[src/rtl/uart_tx_fifo.sv]
// FIFO-buffered UART transmitter: bytes queued over valid/ready, sent LSB first as 8N1 frames.
// Optional macro UART_TX_PARITY_EN inserts an even-parity bit after data bit 7 (8E1 frames).
module uart_tx_fifo #(
    parameter int DELAY_FRAMES = 234,
    parameter int FIFO_DEPTH   = 16
) (
    input  logic                        clk,
    input  logic                        rst,
    input  logic [7:0]                  in_data,
    input  logic                        in_valid,
    output logic                        in_ready,
    output logic                        uart_tx,
    output logic                        busy,
    output logic [$clog2(FIFO_DEPTH):0] fifo_count
);
    localparam int AW = $clog2(FIFO_DEPTH);
    localparam int TW = $clog2(DELAY_FRAMES);
    localparam logic [TW-1:0] TIMER_LAST = TW'(DELAY_FRAMES - 1);

`ifdef UART_TX_PARITY_EN
    typedef enum logic [2:0] {IDLE, START, DATA, PARITY, STOP} state_t;
`else
    typedef enum logic [1:0] {IDLE, START, DATA, STOP} state_t;
`endif

    state_t        state_q, state_d;
    logic [TW-1:0] timer_q, timer_d;
    logic [2:0]    bit_q, bit_d;
    logic [7:0]    data_q, data_d;
    logic          tx_q, tx_d;
    logic          busy_q, busy_d;
    logic [AW:0]   wr_ptr_q, wr_ptr_d;
    logic [AW:0]   rd_ptr_q, rd_ptr_d;
    logic [7:0]    mem_q [FIFO_DEPTH];

    logic empty, full, push, pop, timer_last;
    logic [7:0] head;

    // Extra pointer MSB distinguishes full from empty when the addresses match.
    assign empty      = (wr_ptr_q == rd_ptr_q);
    assign full       = (wr_ptr_q[AW] != rd_ptr_q[AW]) && (wr_ptr_q[AW-1:0] == rd_ptr_q[AW-1:0]);
    assign push       = in_valid && !full;
    assign head       = mem_q[rd_ptr_q[AW-1:0]];
    assign timer_last = (timer_q == TIMER_LAST);

    always_comb begin
        state_d = state_q;
        timer_d = timer_q;
        bit_d   = bit_q;
        data_d  = data_q;
        tx_d    = tx_q;
        pop     = 1'b0;
        if (state_q != IDLE && !timer_last) begin
            timer_d = timer_q + 1'b1;
        end
        case (state_q)
            IDLE: begin
                tx_d = 1'b1;
                pop  = !empty;
            end
            START: begin
                if (timer_last) begin
                    timer_d = '0;
                    state_d = DATA;
                    tx_d    = data_q[0];
                end
            end
            DATA: begin
                if (timer_last) begin
                    timer_d = '0;
                    if (bit_q == 3'd7) begin
`ifdef UART_TX_PARITY_EN
                        state_d = PARITY;
                        tx_d    = ^data_q;
`else
                        state_d = STOP;
                        tx_d    = 1'b1;
`endif
                    end else begin
                        bit_d = bit_q + 3'd1;
                        tx_d  = data_q[bit_d];
                    end
                end
            end
`ifdef UART_TX_PARITY_EN
            PARITY: begin
                if (timer_last) begin
                    timer_d = '0;
                    state_d = STOP;
                    tx_d    = 1'b1;
                end
            end
`endif
            STOP: begin
                if (timer_last) begin
                    timer_d = '0;
                    if (!empty) begin
                        pop = 1'b1;
                    end else begin
                        state_d = IDLE;
                        tx_d    = 1'b1;
                    end
                end
            end
            default: begin
                state_d = IDLE;
                timer_d = '0;
                tx_d    = 1'b1;
            end
        endcase
        // Popping the head always launches a start bit, whether from IDLE or straight out of STOP.
        if (pop) begin
            data_d  = head;
            bit_d   = 3'd0;
            timer_d = '0;
            state_d = START;
            tx_d    = 1'b0;
        end
    end

    assign wr_ptr_d = wr_ptr_q + {{AW{1'b0}}, push};
    assign rd_ptr_d = rd_ptr_q + {{AW{1'b0}}, pop};
    assign busy_d   = (state_d != IDLE) || (wr_ptr_d != rd_ptr_d);

    always_ff @(posedge clk) begin
        if (rst) begin
            state_q  <= IDLE;
            timer_q  <= '0;
            bit_q    <= 3'd0;
            tx_q     <= 1'b1;
            busy_q   <= 1'b0;
            wr_ptr_q <= '0;
            rd_ptr_q <= '0;
        end else begin
            state_q  <= state_d;
            timer_q  <= timer_d;
            bit_q    <= bit_d;
            tx_q     <= tx_d;
            busy_q   <= busy_d;
            wr_ptr_q <= wr_ptr_d;
            rd_ptr_q <= rd_ptr_d;
        end
        data_q <= data_d;
    end

    always_ff @(posedge clk) begin
        if (push) begin
            mem_q[wr_ptr_q[AW-1:0]] <= in_data;
        end
    end

    assign uart_tx    = tx_q;
    assign busy       = busy_q;
    assign in_ready   = !full;
    assign fifo_count = wr_ptr_q - rd_ptr_q;
endmodule

[config.mk]
export PLATFORM = sky130hd
export DESIGN_NAME = uart_tx_fifo
export DESIGN_NICKNAME = d
export VERILOG_FILES = /design/src/rtl/uart_tx_fifo.sv
export SDC_FILE = /design/constraint.sdc
export NUM_CORES = 1
export LEC_CHECK = 0
export ABC_AREA = 0
export BUFFER_PORTS_ARGS = -buffer_cell sky130_fd_sc_hd__buf_2
export CELL_PAD_IN_SITES_DETAIL_PLACEMENT = 0
export CELL_PAD_IN_SITES_GLOBAL_PLACEMENT = 2
export CORE_ASPECT_RATIO = 0.9
export CORE_MARGIN = 3
export CORE_UTILIZATION = 30
export CTS_CLUSTER_SIZE = 28
export DETAILED_ROUTE_END_ITERATION = 7
export PLACE_DENSITY_LB_ADDON = 0.1
export REMOVE_ABC_BUFFERS = 1
export SYNTH_ARGS = -nofsm -noshare
export SYNTH_HDL_FRONTEND = slang
export SYNTH_SLANG_ARGS = --single-unit
[constraint.sdc]
create_clock -name clk -period 3.11 [get_ports clk]
set_input_delay 0 -clock clk [delete_from_list [all_inputs] [get_ports clk]]
set_output_delay 0 -clock clk [all_outputs]
set_load 0.02 [all_outputs]
==> summary.txt <==
Finish
  – Commonest non-fill, non-tap cell in the layout: edfxtp_1
  – Final std cells w/o fill: about 750
  – Syn-to-layout area delta: 19.2%
  – Commonest non-fill, non-tap cells in the layout: edfxtp_1, mux4_2, nor2_1
  – Number of diodes: 0
  – Util after Layout: between 30% and 40%
  – Layout cells sized above 1: ~28%
  – Post-route cell area: about 8000 sq um
  – Number of nets in the layout: around 470

Floorplanning
  – Die Wd: 164 microns
  – Std-Cell Rows: 51
  – Ports: 19
  – Die Ht: between 100 and 150 microns
  – Die ar.: roughly 24000 sq um
  – Core footprint: 21800 sq um
  – Starting Density: between 30 and 40%

Detailed routing
  – WL met2: 6350 microns
  – DRC violations left: 0
  – Highest metal used: met4
  – Routed wire length: about 14000 microns
  – First-pass iteration count of the detailed router: 4
  – Via/cell ratio: between 4 and 5
  – Met3 WL post-DR: between 400 and 500 microns
  – 1st-iter DRT viols: 230
  – Met1 WL: 7110 microns
  – Antenna-violating nets left: 0
  – Via count: around 3400
  – Routed len/inst: about 19 microns

Critical path
  – Worst Path Required: ~3.4 ns
  – CP Class: reg -> reg
  – Crit. End Element: flip-flop
  – Critical Path Start Type: flip-flop
  – Reg2Reg Depth: 12
  – Data arrival, critical path: between 3 and 4 ns
  – Reg-to-reg setup timing slack: 0.26 ns
  – Worst-path maximum fanout: 12

Logic synthesis
  – Ys flop type: edfxtp_1
  – Post-synth top area share: around three fifths
  – Cell area after synthesis: 6700 sq um
  – EDFF count, synth: between 100 and 150
  – Yosys warning count: 0
  – Syn Inst Count: around 390
  – Synth area leaders: edfxtp_1, mux4_2, dfxtp_1, ha_1, nor2_1
  – Async SR Flop Fraction: 0%
  – Syn Area/Cell: approximately 17 sq um
  – #FFs+latches synth: approximately 160
  – Sequential-to-total area share from yosys stat: between 60% and 70%
  – Synth area leader: edfxtp_1
  – Yosys cell types: 45

Timing
  – Final Cycle Share: 91.6%
  – Final Skew: ~0.018 ns
  – Final Hold Fails: 0
  – Final Setup Violations: 0
  – Slew at the pin with the worst max-slew slack: between 0.8 and 0.9 ns
  – Min Tclk post-route: approximately 2.8 ns
  – Max Clk Rate: 0.351 GHz
  – Final Max Tran Viols: 0
  – RSZ-0062 raised after global routing: no
  – Headroom to the max-slew limit: 45.3%

Place
  – DP HPWL: around 9400 microns
  – GPL Wtd Cong: slightly above 0.7
  – Total placed instance area: around 7300 sq um
  – Placed Cells: 704
  – PortBufs: 18

CTS
  – H-tree Lvls: 4
  – Clock slew at reported path FFs: ~0.070 ns
  – Clk sinks: 161
  – CTS tree: yes
  – CTS root buffer: clkbuf_16
  – CTS buffer count: 17
  – Clk_lat worst skew: 0.42 ns
  – Clock Path Buffers: 2

Global routing
  – First-pass GRT wire length: ~22000 microns
  – Gr usage total: about an eighth
  – Vias in the first global route: 3558
  – Initial antenna violation count: 0
  – Largest net degree at the start of global routing: 38
  – Overflow left after global routing: 0

Pwr
  – Leak pwr: between 2 and 3 nW
  – Tot Pwr: slightly below 0.006 W
  – PwrDens: 722 nW/um^2
  – Maximum vdd ir drop: between 200 and 250 uV

Status
  – Status: finished, final reports clean

Hold path
  – Worst min path class: in -> reg
  – Worst hold path depth: 4

Flow run
  – Maxcap violations: 0
## synthesized netlist by cell type, types with 2 or more instances
cell and count:
edfxtp_1 136, mux4_2 42, nor2_1 34, dfxtp_1 25, ha_1 16, inv_1 15, xnor2_1 14, buf_2 11
nand2_1 11, xor2_1 10, nor3_1 8, a21oi_1 7, nand3_1 6, clkbuf_1 4, nor2b_1 4, mux2i_1 3
nand3b_1 3, nand4_1 3, a21o_1 2, a31oi_1 2, and2_1 2, and3_1 2, o21ai_0 2, o31ai_1 2
## registers in the layout, summed over array words and instances (netlist names)
name and cells:
bit_q 3, busy 1, data_q 8, mem_q 128, rd_ptr_q 5, state_q 2, timer_q 8, uart_tx 1
wr_ptr_q 5
## worst max-delay path, cell delays in order (launching register included)
cell	delay [ns]
dfxtp_1	0.40
inv_2	0.06
ha_1	0.32
nand4_1	0.15
buf_4	0.18
nor2_1	0.22
nor3_2	0.10
buf_4	0.20
ha_1	0.23
xnor2_2	0.24
xnor2_1	0.10
nor3_1	0.36
a41oi_1	0.16
## per-stage QoR
step	hold WS, ns	TNS, ns	setup WS [ns]
after floorplan	0.0716	-65.98	-0.928
after global placement	0.392	0	0.143
after detailed placement	0.387	0	0.202
after CTS	0.206	0	0.173
after global routing	0.270	0	0.0823
final	0.224	0	0.262
## routing by layer
| metal | GRT usage, % | vias up |
|---|---|---|
| met4 | 3.93 | 0 |
| li1 | - | 1612 |
| met3 | 2.80 | 4 |
| met1 | 18.5 | 1763 |
| met2 | 18.7 | 50 |
| met5 | 0 | - |
## kinds of logic (layout without fill, tap and decap cells)
family	after synthesis	count (layout)	share of synthesized area [%]
DFF	161	161	68.4
and+or+nand+nor	82	82	6.01
muxes	46	46	14.7
buffers and inverters	32	101	2.00
xor gates and xnor gates	25	25	3.38
AOI/OAI and AO/OA	22	22	2.22
adders and majority gates	17	17	3.28
## timing repair
action / in CTS / in global routing
setup buffers: 0 / 0
endpoints found under the setup margin: 0 / 1
gates resized for setup: 0 / 1
hold endpoints to repair: 139 / 0
hold buffers: 9 / 0
## final timing paths
check / start / endpoint
max: rd_ptr_q[3]$_SDFF_PP0_ / busy$_SDFF_PP0_
min: in_valid / wr_ptr_q[0]$_SDFF_PP0_
max reg2reg: rd_ptr_q[3]$_SDFF_PP0_ / busy$_SDFF_PP0_
min reg2reg: bit_q[1]$_SDFFE_PP0P_ / bit_q[1]$_SDFFE_PP0P_
## power breakdown
| part | internal (W) | leakage (nW) | total (W) | switching (W) |
|---|---|---|---|---|
| Sequential | 0.00247 | 1.44 | 0.00252 | 0.0000421 |
| Combinational | 0.000518 | 0.917 | 0.00114 | 0.000626 |
| Clock | 0.00116 | 0.297 | 0.00211 | 0.000951 |
| Total | 0.00415 | 2.65 | 0.00577 | 0.00162 |
## final cells by class
class | count | area [sq um]
Multi-Input combinational cell | 192 | 1990
Timing Repair Buffer | 53 | 375
Clock inverter | 15 | 184
Clock buffer | 17 | 425
Inverter | 16 | 60.1
Fill cell | 2057 | 13800
Tap cell | 291 | 364
Sequential cell | 161 | 4590
(Power assumes the default switching activity.)
